**config.mk**
```make
export PLATFORM = sky130hd
export DESIGN_NAME = wave_meas
export DESIGN_NICKNAME = d
export VERILOG_FILES = /design/src/rtl/wave_meas.sv
export SDC_FILE = /design/constraint.sdc
export NUM_CORES = 1
export LEC_CHECK = 0
export ABC_AREA = 1
export CAP_MARGIN = 5
export CORE_MARGIN = 2
export CORE_UTILIZATION = 50
export DETAILED_ROUTE_END_ITERATION = 7
export DONT_BUFFER_PORTS = 1
export PLACE_DENSITY = 0.77
export SLEW_MARGIN = 25
export SYNTH_ARGS = -nofsm -noshare
export SYNTH_HDL_FRONTEND = slang
export SYNTH_SLANG_ARGS = --single-unit
```
**constraint.sdc**
```tcl
create_clock -name clk -period 3.45 [get_ports clk]
set_clock_uncertainty 0.15 [all_clocks]
set_input_delay 0.5175 -clock clk [delete_from_list [all_inputs] [get_ports clk]]
set_output_delay 0.5175 -clock clk [all_outputs]
set_load 0.02 [all_outputs]
```
**src/rtl/wave_meas.sv**
```systemverilog
// wave_meas: bus-mapped wave capture peripheral. Samples a 32-bit wave every
// clock, times bit-0 edges (period, high time, rising-edge count) and tracks
// windowed min/max amplitude. Results are read back over the iomem bus.
module wave_meas #(
    parameter logic [31:0] DEF_WINDOW = 32'd16
) (
    input  logic        clk,
    input  logic        resetn,
    input  logic        sel,
    input  logic [3:0]  wstrb,
    input  logic [31:0] addr,
    input  logic [31:0] wdata,
    output logic        ready,
    output logic [31:0] rdata,
    input  logic [31:0] wave_in
);

    typedef enum logic [1:0] {
        ST_IDLE = 2'd0,
        ST_ARM  = 2'd1,
        ST_MEAS = 2'd2
    } state_t;

    // Saturating increment; the top bit reports that the count was already full.
    function automatic logic [32:0] sat_inc(input logic [31:0] v);
        if (v == 32'hFFFF_FFFF) begin
            return {1'b1, v};
        end
        return {1'b0, v + 32'd1};
    endfunction

    state_t      state_q, state_d;
    logic        ready_q, ready_d;
    logic [31:0] rdata_q, rdata_d;
    logic        enable_q, enable_d;
    logic [31:0] window_q, window_d;
    logic [31:0] high_q, high_d;
    logic [31:0] period_q, period_d;
    logic [31:0] min_q, min_d;
    logic [31:0] max_q, max_d;
    logic [31:0] edges_q, edges_d;
    logic [31:0] per_cnt_q, per_cnt_d;
    logic [31:0] hi_cnt_q, hi_cnt_d;
    logic        per_valid_q, per_valid_d;
    logic        win_done_q, win_done_d;
    logic        overflow_q, overflow_d;
    logic [31:0] acc_min_q, acc_min_d;
    logic [31:0] acc_max_q, acc_max_d;
    logic [31:0] win_cnt_q, win_cnt_d;
    logic [31:0] s_cur_q, s_cur_d;
    logic        s_prev_q, s_prev_d;

    logic        access, is_wr, is_rd, wr_ctrl, wr_win, clr;
    logic [2:0]  reg_idx;
    logic        rise, fall;
    logic [31:0] rd_val, ctrl_rd;
    logic [32:0] per_inc, hi_inc, edges_inc;
    logic        win_first;
    logic [31:0] win_min_n, win_max_n, win_cnt_n;
    logic        unused_addr;

    assign unused_addr = ^{addr[31:5], addr[1:0]};

    // A new access is taken only when the previous ready pulse has ended.
    assign access  = sel & ~ready_q;
    assign is_wr   = access & (|wstrb);
    assign is_rd   = access & ~(|wstrb);
    assign reg_idx = addr[4:2];
    assign wr_ctrl = is_wr && (reg_idx == 3'd0);
    assign wr_win  = is_wr && (reg_idx == 3'd1);
    assign clr     = wr_ctrl & wdata[1];

    assign rise = s_cur_q[0] & ~s_prev_q;
    assign fall = ~s_cur_q[0] & s_prev_q;

    assign per_inc   = sat_inc(per_cnt_q);
    assign hi_inc    = sat_inc(hi_cnt_q);
    assign edges_inc = sat_inc(edges_q);

    // The first sample of a window loads both accumulators.
    assign win_first = (win_cnt_q == 32'd0);
    assign win_min_n = (win_first || (s_cur_q < acc_min_q)) ? s_cur_q : acc_min_q;
    assign win_max_n = (win_first || (s_cur_q > acc_max_q)) ? s_cur_q : acc_max_q;
    assign win_cnt_n = win_cnt_q + 32'd1;

    assign ctrl_rd = {25'd0, state_q, overflow_q, win_done_q, per_valid_q, 1'b0, enable_q};

    // Register read multiplexer, sampled from current register state.
    always_comb begin
        rd_val = 32'd0;
        case (reg_idx)
            3'd0:    rd_val = ctrl_rd;
            3'd1:    rd_val = window_q;
            3'd2:    rd_val = high_q;
            3'd3:    rd_val = period_q;
            3'd4:    rd_val = min_q;
            3'd5:    rd_val = max_q;
            3'd6:    rd_val = edges_q;
            default: rd_val = 32'd0;
        endcase
    end

    // Next-state logic: bus access, edge timing FSM, min/max window, clear.
    always_comb begin
        state_d     = state_q;
        enable_d    = enable_q;
        window_d    = window_q;
        high_d      = high_q;
        period_d    = period_q;
        min_d       = min_q;
        max_d       = max_q;
        edges_d     = edges_q;
        per_cnt_d   = per_cnt_q;
        hi_cnt_d    = hi_cnt_q;
        per_valid_d = per_valid_q;
        win_done_d  = win_done_q;
        overflow_d  = overflow_q;
        acc_min_d   = acc_min_q;
        acc_max_d   = acc_max_q;
        win_cnt_d   = win_cnt_q;
        s_cur_d     = wave_in;
        s_prev_d    = s_cur_q[0];

        ready_d = access;
        rdata_d = is_rd ? rd_val : 32'd0;

        if (wr_ctrl) begin
            enable_d = wdata[0];
        end
        if (wr_win) begin
            window_d = (wdata == 32'd0) ? 32'd1 : wdata;
        end

        // Read-to-clear goes first so that a same-cycle set wins.
        if (is_rd && (reg_idx == 3'd3)) begin
            per_valid_d = 1'b0;
        end
        if (is_rd && (reg_idx == 3'd5)) begin
            win_done_d = 1'b0;
        end

        // Using the post-write enable means a disabling write masks a coincident rise.
        if (enable_d) begin
            case (state_q)
                ST_IDLE: begin
                    state_d = ST_ARM;
                end
                ST_ARM: begin
                    if (rise) begin
                        state_d    = ST_MEAS;
                        per_cnt_d  = 32'd1;
                        hi_cnt_d   = 32'd1;
                        edges_d    = edges_inc[31:0];
                        overflow_d = overflow_q | edges_inc[32];
                    end
                end
                ST_MEAS: begin
                    if (rise) begin
                        period_d    = per_cnt_q;
                        per_valid_d = 1'b1;
                        per_cnt_d   = 32'd1;
                        hi_cnt_d    = 32'd1;
                        edges_d     = edges_inc[31:0];
                        overflow_d  = overflow_q | edges_inc[32];
                    end else begin
                        per_cnt_d  = per_inc[31:0];
                        overflow_d = overflow_q | per_inc[32];
                        if (s_cur_q[0]) begin
                            hi_cnt_d   = hi_inc[31:0];
                            overflow_d = overflow_q | per_inc[32] | hi_inc[32];
                        end
                        if (fall) begin
                            high_d = hi_cnt_q;
                        end
                    end
                end
                default: begin
                    state_d = ST_IDLE;
                end
            endcase

            if (state_q != ST_IDLE) begin
                if (win_cnt_n >= window_q) begin
                    min_d      = win_min_n;
                    max_d      = win_max_n;
                    win_done_d = 1'b1;
                    win_cnt_d  = 32'd0;
                end else begin
                    win_cnt_d  = win_cnt_n;
                end
                acc_min_d = win_min_n;
                acc_max_d = win_max_n;
            end
        end else begin
            state_d = ST_IDLE;
        end

        // Rewriting WINDOW discards the partial window.
        if (wr_win) begin
            win_cnt_d = 32'd0;
        end

        if (clr) begin
            per_cnt_d   = 32'd0;
            hi_cnt_d    = 32'd0;
            edges_d     = 32'd0;
            high_d      = 32'd0;
            period_d    = 32'd0;
            min_d       = 32'd0;
            max_d       = 32'd0;
            acc_min_d   = 32'd0;
            acc_max_d   = 32'd0;
            win_cnt_d   = 32'd0;
            per_valid_d = 1'b0;
            win_done_d  = 1'b0;
            overflow_d  = 1'b0;
            state_d     = enable_d ? ST_ARM : ST_IDLE;
        end
    end

    // State register including the FSM; everything returns to its reset value on resetn low.
    always_ff @(posedge clk or negedge resetn) begin
        if (!resetn) begin
            state_q     <= ST_IDLE;
            ready_q     <= 1'b0;
            rdata_q     <= 32'd0;
            enable_q    <= 1'b0;
            window_q    <= DEF_WINDOW;
            high_q      <= 32'd0;
            period_q    <= 32'd0;
            min_q       <= 32'd0;
            max_q       <= 32'd0;
            edges_q     <= 32'd0;
            per_cnt_q   <= 32'd0;
            hi_cnt_q    <= 32'd0;
            per_valid_q <= 1'b0;
            win_done_q  <= 1'b0;
            overflow_q  <= 1'b0;
            acc_min_q   <= 32'd0;
            acc_max_q   <= 32'd0;
            win_cnt_q   <= 32'd0;
            s_cur_q     <= 32'd0;
            s_prev_q    <= 1'b0;
        end else begin
            state_q     <= state_d;
            ready_q     <= ready_d;
            rdata_q     <= rdata_d;
            enable_q    <= enable_d;
            window_q    <= window_d;
            high_q      <= high_d;
            period_q    <= period_d;
            min_q       <= min_d;
            max_q       <= max_d;
            edges_q     <= edges_d;
            per_cnt_q   <= per_cnt_d;
            hi_cnt_q    <= hi_cnt_d;
            per_valid_q <= per_valid_d;
            win_done_q  <= win_done_d;
            overflow_q  <= overflow_d;
            acc_min_q   <= acc_min_d;
            acc_max_q   <= acc_max_d;
            win_cnt_q   <= win_cnt_d;
            s_cur_q     <= s_cur_d;
            s_prev_q    <= s_prev_d;
        end
    end

    assign ready = ready_q;
    assign rdata = rdata_q;

endmodule

```
# == After elaboration in Yosys (flattened, before gate mapping) ==
# Index checks and enable logic that the tools add are counted.
# classes
n_addsub,4
n_lt_le_gt_ge,3
eq_ne,19
mux,78
bitwise,13
n_reduce_logical,33
# ops
op,n
2-to-1 mux 32 bit,44
case mux 32 bit (7 select lines),1
2-to-1 mux 33 bit,6
"adder 32 x 1 -> 32 bit, second input constant",4
case mux 32 bit (2 select lines),2
"== test 32 bit, second input constant",3
logical NOT 32 bit,2
>= comparator 32 bit,1
greater-than comparator 32 bit,1
less-than comparator 32 bit,1
2-to-1 mux 1 bit,20
nonzero test 2 bit,8
AND reduction 4 bit,3
"inequality test 5 bit, second input constant",2
"== test 3 bit, second input constant",3
"inequality test 3 bit, second input constant",3
AND reduction 3 bit,3
nonzero test 3 bit,3
"inequality test 4 bit, second input constant",2
bitwise AND 1 bit,6
"== test 3 x 2 -> 1 bit, second input constant",2
2-to-1 mux 2 bit,3
case mux 2 bit (3 select lines),1
AND reduction 2 bit,3
other kinds (14),23
# totals
ff_bits,424
input_bits,103
output_inout_bits,33
word_cells,170

# == Depth between registers and ports, before layout ==
# Gate-level depths: netlist of run 1.
# depth
word_depth,10
depth_mapped,24
mapped_depth_nobuf,23

# == Least setup slack after synthesis of run 1 ==
# Ideal clock, no wire load.
# synth_timing
path_kind,register to register
start,register win_cnt_q[0]
end,register win_cnt_q[21]
setup_time_ns,0.077
t_arrival_ns,3.148
required_ns,3.223
slack_ns,0.074
stages_incl_launch_ff,22
path_buffers,1
period_less_slack_ns,3.376
path_cell_list,dfrtp_1 > ha_1 > nand2_1 > nor2_1 > inv_1 > nor2_1 > nand3_1 > nor3_1 > nand4_1 > xor2_1 > inv_1 > ha_1 > nand2_1 > nor2_1 > nand2_1 > nand3_1 > a21oi_1 > nand3_1 > nor2_1 > nand3_2 > clkbuf_1 > o21ai_1
# synth_between
elab_chain_cells,7
# synth_lines
element,line,source
from (decl),49,"logic [31:0] win_cnt_q, win_cnt_d;"
from (signal assigned),262,win_cnt_q <= win_cnt_d;
adder 32 x 1 -> 32 bit *,84,assign win_cnt_n = win_cnt_q + 32'd1;
>= comparator 32 bit,183,if (win_cnt_n >= window_q) begin
2-to-1 mux 32 bit *,183,
2-to-1 mux 32 bit *,182,if (state_q != ST_IDLE) begin
2-to-1 mux 32 bit *,143,if (enable_d) begin
2-to-1 mux 32 bit *,199,if (wr_win) begin
2-to-1 mux 32 bit *,203,if (clr) begin
# Mark *: on every way between the ends. The rest lies on a longest branch, timed or not. The select of a mux whose other input is x is not followed.
# A chain may end at the register's enable or synchronous reset.

# == Final worst setup path of run 1 ==
# layout_timing
start,register win_cnt_q[1]
end,register min_q[13]
# layout_between
elab_chain_cells,7
word_cells_on_any_way,11
cone_classes,add/sub: 1; order compare: 1; mux: 5; reduce/logical: 4
# layout_lines
element,line,source
"parallel branches: the longest is 7 deep, another holds adder 32 x 1 -> 32 bit",n/a,
to (signal assigned),252,min_q <= min_d;
to (decl),39,"logic [31:0] min_q, min_d;"
# Several ways; the timed one is not identified. The select of a mux whose other input is x is not followed.

==> flow_results.org, run 1 <==
** Drt
- The first routing iteration left 2863 violations.
- Detailed Routing Iterations Pass 1 :: 8
- Final routed wire length divided by cell count :: 21.6 µm
- Number of DRC violations after detailed routing :: 0
- Routed WL :: 86100 µm
- Dividing the detail-routed via count by the number of cells gives 5.98.
- Once detail routing completed, the nets flagged for antenna violations numbered 0.
- The routed layout has 23800 vias.

** Floorplan
- Die Height :: 225 µm
- The initialized floorplan defines 80 standard-cell rows.
- During I/O placement, the number of pins put on the boundary was 136.
- Die W :: 225 µm
- Total die area :: 50500 µm²
- Area of the placeable core :: 47900 µm²
- The initial utilization of the core area, before any placement, comes to 0.508.

** Power
- Worst-case vdd ir drop :: 0.550 mV
- Areal power density over the cells :: 836 nW/µm²
- Of the total power, the share spent switching nets is 0.434.
- Clk network pwr share :: 0.238
- The analysis attributes to net switching a power of 0.0106 W.
- The share of total power dissipated in combinational logic is 0.442.
- Share of total power in sequential cells :: 0.320
- Cell internal power was estimated by the tool at 0.0138 W.
- Leakage power :: 13.6 nW
- Total power draw :: 0.0244 W

** Timing
- Least-Margin Pin Slew :: 1100 ps
- The number of max-slew violations in the final report is 0.
- Maximum clock frequency :: 268 MHz
- The tightest hold path in the finished design has a slack of -540 ps.
- Setup repair after global routing could not meet its margin everywhere.
- Final number of setup-violating endpoints :: 97
- In the post-route analysis, the smallest setup slack over all paths is -278 ps.
- Setup TNS after final layout :: -19990 ps
- Counting I/O delays and the setup requirement, the final critical path takes 3730 ps.
- Ratio of final minimum period to clock period :: 1.08
- Worst slew slack as a fraction of its limit :: 0.265
- Count of endpoints failing hold in the final timing report :: 423

** Placement
- Pre-CTS setup slack :: -318 ps
- Once detailed placement completed, the half-perimeter wirelength came to 58600 µm.
- Routability congestion estimate :: 0.987
- Buffers placed on the I/O ports in this run total 0.

** Logic synthesis
- Number of instances in the synthesized netlist :: 3202
- Synthesis inferred 424 register bits.
- Distinct cell type count after synthesis :: 45
- In this run the mean area of a mapped cell was 7.61 µm².
- When the netlist entered floorplanning its net count stood at 3408.
- Counting flops with a built-in enable in the synthesized netlist gives 0.
- Post-synthesis sequential area ratio :: 0.436
- The cell area that synthesis handed to floorplanning was 24400 µm².
- In the synthesized netlist the dominant register cell turns out to be dfrtp_1.
- Total number of yosys warnings :: 0
- Async set or reset register ratio after synthesis :: 1.00

** Clocking
- Hold repair after CTS inserted 65 buffers.
- Clk sinks :: 424
- CTS tree :: built
- For the worst-skew pair, the clock arrives at the later sink with an insertion delay of 610 ps.
- Deepest level of the CTS H-tree :: 2
- Clock-pin slew on the worst setup and hold paths :: 60 ps
- Clock buffers created by TritonCTS :: 48
- CTS root buf :: clkbuf_16
- In this run the deepest clock path goes through 3 buffers.

** Status
- Status :: finished with violations
- The final reports fail on hold timing, setup timing.

** Global route
- Met2 routing resource usage after global routing :: 0.501
- Met1 track demand over resource in global routing :: 0.469
- After global routing the overflow that remains totals 0.
- The number of global-route vias before repair is 22300.
- The first global-routing pass estimated 130000 µm of wire.
- Overall global routing resource usage :: 0.336
- Busiest layer in global routing :: met2
- In the global route stage, met3 resource usage came out at 0.0759.
- Largest net degree at the start of global routing :: 425
- The number of antenna violations at the first check in global routing came to 0.

** Critical path
- Worst EP required :: 3780 ps
- CP Class :: register to register
- Critical Path Source Type :: register
- Endpoint arrival time on the critical path :: 4060 ps
- Crit. End Element :: register
- Along the worst path, the maximum fanout reaches 5.

** Finish
- Summing all multi-input logic gate instances after layout gives 12300 µm².
- In the final layout, the share of cells above drive strength 1 is 0.123.
- At the end of the flow the core is filled with cells to 0.609.
- Summing all flip-flop and latch instances after layout gives 10600 µm².
- The repair_antennas step left the layout with diodes totalling 0.
- Fill count :: 4023
- In the final design database the tool counted 3540 nets.
- Relative to the synthesized area, the layout overhead comes to 19.8%.

** Flow run
- Max-cap violations in this run came to 0.

** Hold path
- The min-delay analysis places its worst path in the category input pin to asynchronous set/reset pin.
## registers in the layout, indices dropped and copies added, names as in the netlist, 2 cells and up
| register | cells |
|---|---|
| min_q | 32 |
| per_cnt_q | 32 |
| high_q | 32 |
| acc_min_q | 32 |
| hi_cnt_q | 32 |
| period_q | 32 |
| window_q | 32 |
| max_q | 32 |
| state_q | 2 |
| edges_q | 32 |
| win_cnt_q | 32 |
| acc_max_q | 32 |
| rdata | 32 |
| s_cur_q | 32 |
## per-layer routing
| metal | wire length, µm | vias to the layer above |
|---|---|---|
| met5 | 0 | - |
| met4 | 4370 | 0 |
| met1 | 35200 | 11300 |
| li1 | - | 10900 |
| met3 | 9090 | 258 |
| met2 | 37400 | 1352 |
## worst paths after layout
path / start / to / slack [ps] / cells after the start
hold / removal: resetn / per_cnt_q[6] / -540 / 0
setup reg to reg: win_cnt_q[1] / min_q[13] / -280 / 24
max in group asynchronous: resetn / edges_q[8] / 2910 / 0
setup / recovery: win_cnt_q[1] / min_q[13] / -280 / 24
min in group clk: wdata[0] / enable_q / 20 / 2
hold reg to reg: s_cur_q[0] / s_prev_q / 300 / 0
## power groups by stage
stage	combinational, W	sequential [W]	clock (W)
after detailed placement	0.00944	0.00771	0
after CTS	0.00995	0.00765	0.00585
after floorplan	0.00656	0.00714	0
after global placement	0.00925	0.00768	0
final	0.0108	0.00780	0.00581
after global routing	0.0118	0.00789	0.00605
## cell usage in the layout, fill, tap and decap left out, types with 23 or more instances in the layout
| cell type | count |
|---|---|
| nand3_1 | 227 |
| nor4_1 | 33 |
| nand2_2 | 30 |
| o21ai_1 | 68 |
| nand2_1 | 826 |
| nand4_1 | 179 |
| clkbuf_16 | 55 |
| ha_1 | 98 |
| dfrtp_1 | 423 |
| xor2_1 | 65 |
| o22ai_1 | 28 |
| o21ai_0 | 130 |
| a21oi_1 | 59 |
| nor3_1 | 99 |
| buf_4 | 141 |
| nor2_1 | 205 |
| a221oi_1 | 23 |
| dlygate4sd3_1 | 65 |
| inv_1 | 364 |
## per-stage QoR
step / cell area, µm² / std cells / hold WS, ps
5_1_grt: 29200 / 3987 / -549
6_report: 29200 / 3987 / -540
2_1_floorplan: 24400 / 3202 / 71.9
3_5_place_dp: 25700 / 3802 / 100
4_1_cts: 28600 / 3976 / -546
3_3_place_gp: 25700 / 3802 / 103
## critical path, cell delays in order (launching register included)
cell       delay [ps]
dfrtp_1           370
ha_2              200
nand2_2            60
nor2_4            120
inv_2              70
nor2_4            100
nand3_2           110
nor3_2            240
nand4_1           170
xor2_2            230
inv_1              70
ha_1              270
nand2_1            90
nor2_4            130
nand4_1           130
nor2_2            140
nand4_1           120
nand3_2           140
nand2_4            80
inv_6             100
nor2_4             50
buf_6             160
clkbuf_16         170
nand2_2            60
nand2_1            50
## cells by family (layout without fill, tap and decap cells)
family                     after synthesis  after routing  synth area share
DFF                                    424            424             0.436
and+or+nand+nor                       1674           1674             0.304
xor gates and xnor gates                85             85            0.0306
AOI/OAI and AO/OA                      381            381            0.0902
adders and majority gates              103            103            0.0529
buffers and inverters                  535            705            0.0868
## synthesized netlist by cell type (3+ instances only)
master / instances / share of area
buf_6: 3 / 0.0014
o21ai_0: 138 / 0.028
buf_4: 9 / 0.0028
nor3_1: 108 / 0.022
nand2_1: 866 / 0.13
o21ai_1: 78 / 0.016
nor3_2: 4 / 0.0016
a2111oi_0: 4 / 0.0014
xnor2_1: 9 / 0.0032
a41oi_1: 17 / 0.0061
buf_1: 17 / 0.0026
o22ai_1: 28 / 0.0072
buf_2: 39 / 0.0080
a21oi_1: 61 / 0.013
nand4_1: 179 / 0.046
nand3b_1: 3 / 0.00092
xor2_1: 76 / 0.027
nand3_1: 232 / 0.048
a221oi_1: 23 / 0.0083
nand2_2: 3 / 0.00077
nor2_2: 8 / 0.0021
nand3_2: 6 / 0.0025
ha_1: 103 / 0.053
a22oi_1: 12 / 0.0037
a31oi_1: 8 / 0.0021
inv_1: 367 / 0.057
inv_2: 14 / 0.0022
clkbuf_1: 84 / 0.013
dfrtp_1: 423 / 0.43
nor4_1: 36 / 0.0092
o21a_1: 4 / 0.0012
nor2_1: 218 / 0.034
nor2_4: 5 / 0.0023
## what timing repair did
action,CTS,global route
gates resized for setup,63,97
pin swaps,18,81
endpoints found under the setup margin,97,97
endpoints found under the hold margin,489,424
setup buffers,17,5
gates cloned,5,6
## area by class of cell
type / count / area share
sequential: 424 / 0.364
tap: 615 / 0.0264
timing repair buffer: 234 / 0.0776
inverter: 383 / 0.0495
clock inverter: 26 / 0.0143
multi-input combinational: 2243 / 0.421
clock buffer: 62 / 0.0472
(Power assumes the default switching activity.)
==> run 2: changes to the inputs <==
Settings changed: ABC_CLOCK_PERIOD_IN_PS set to 3450.
==> results of run 2 <==
No change in the layout: final DEF, timing and power equal those of run 1.
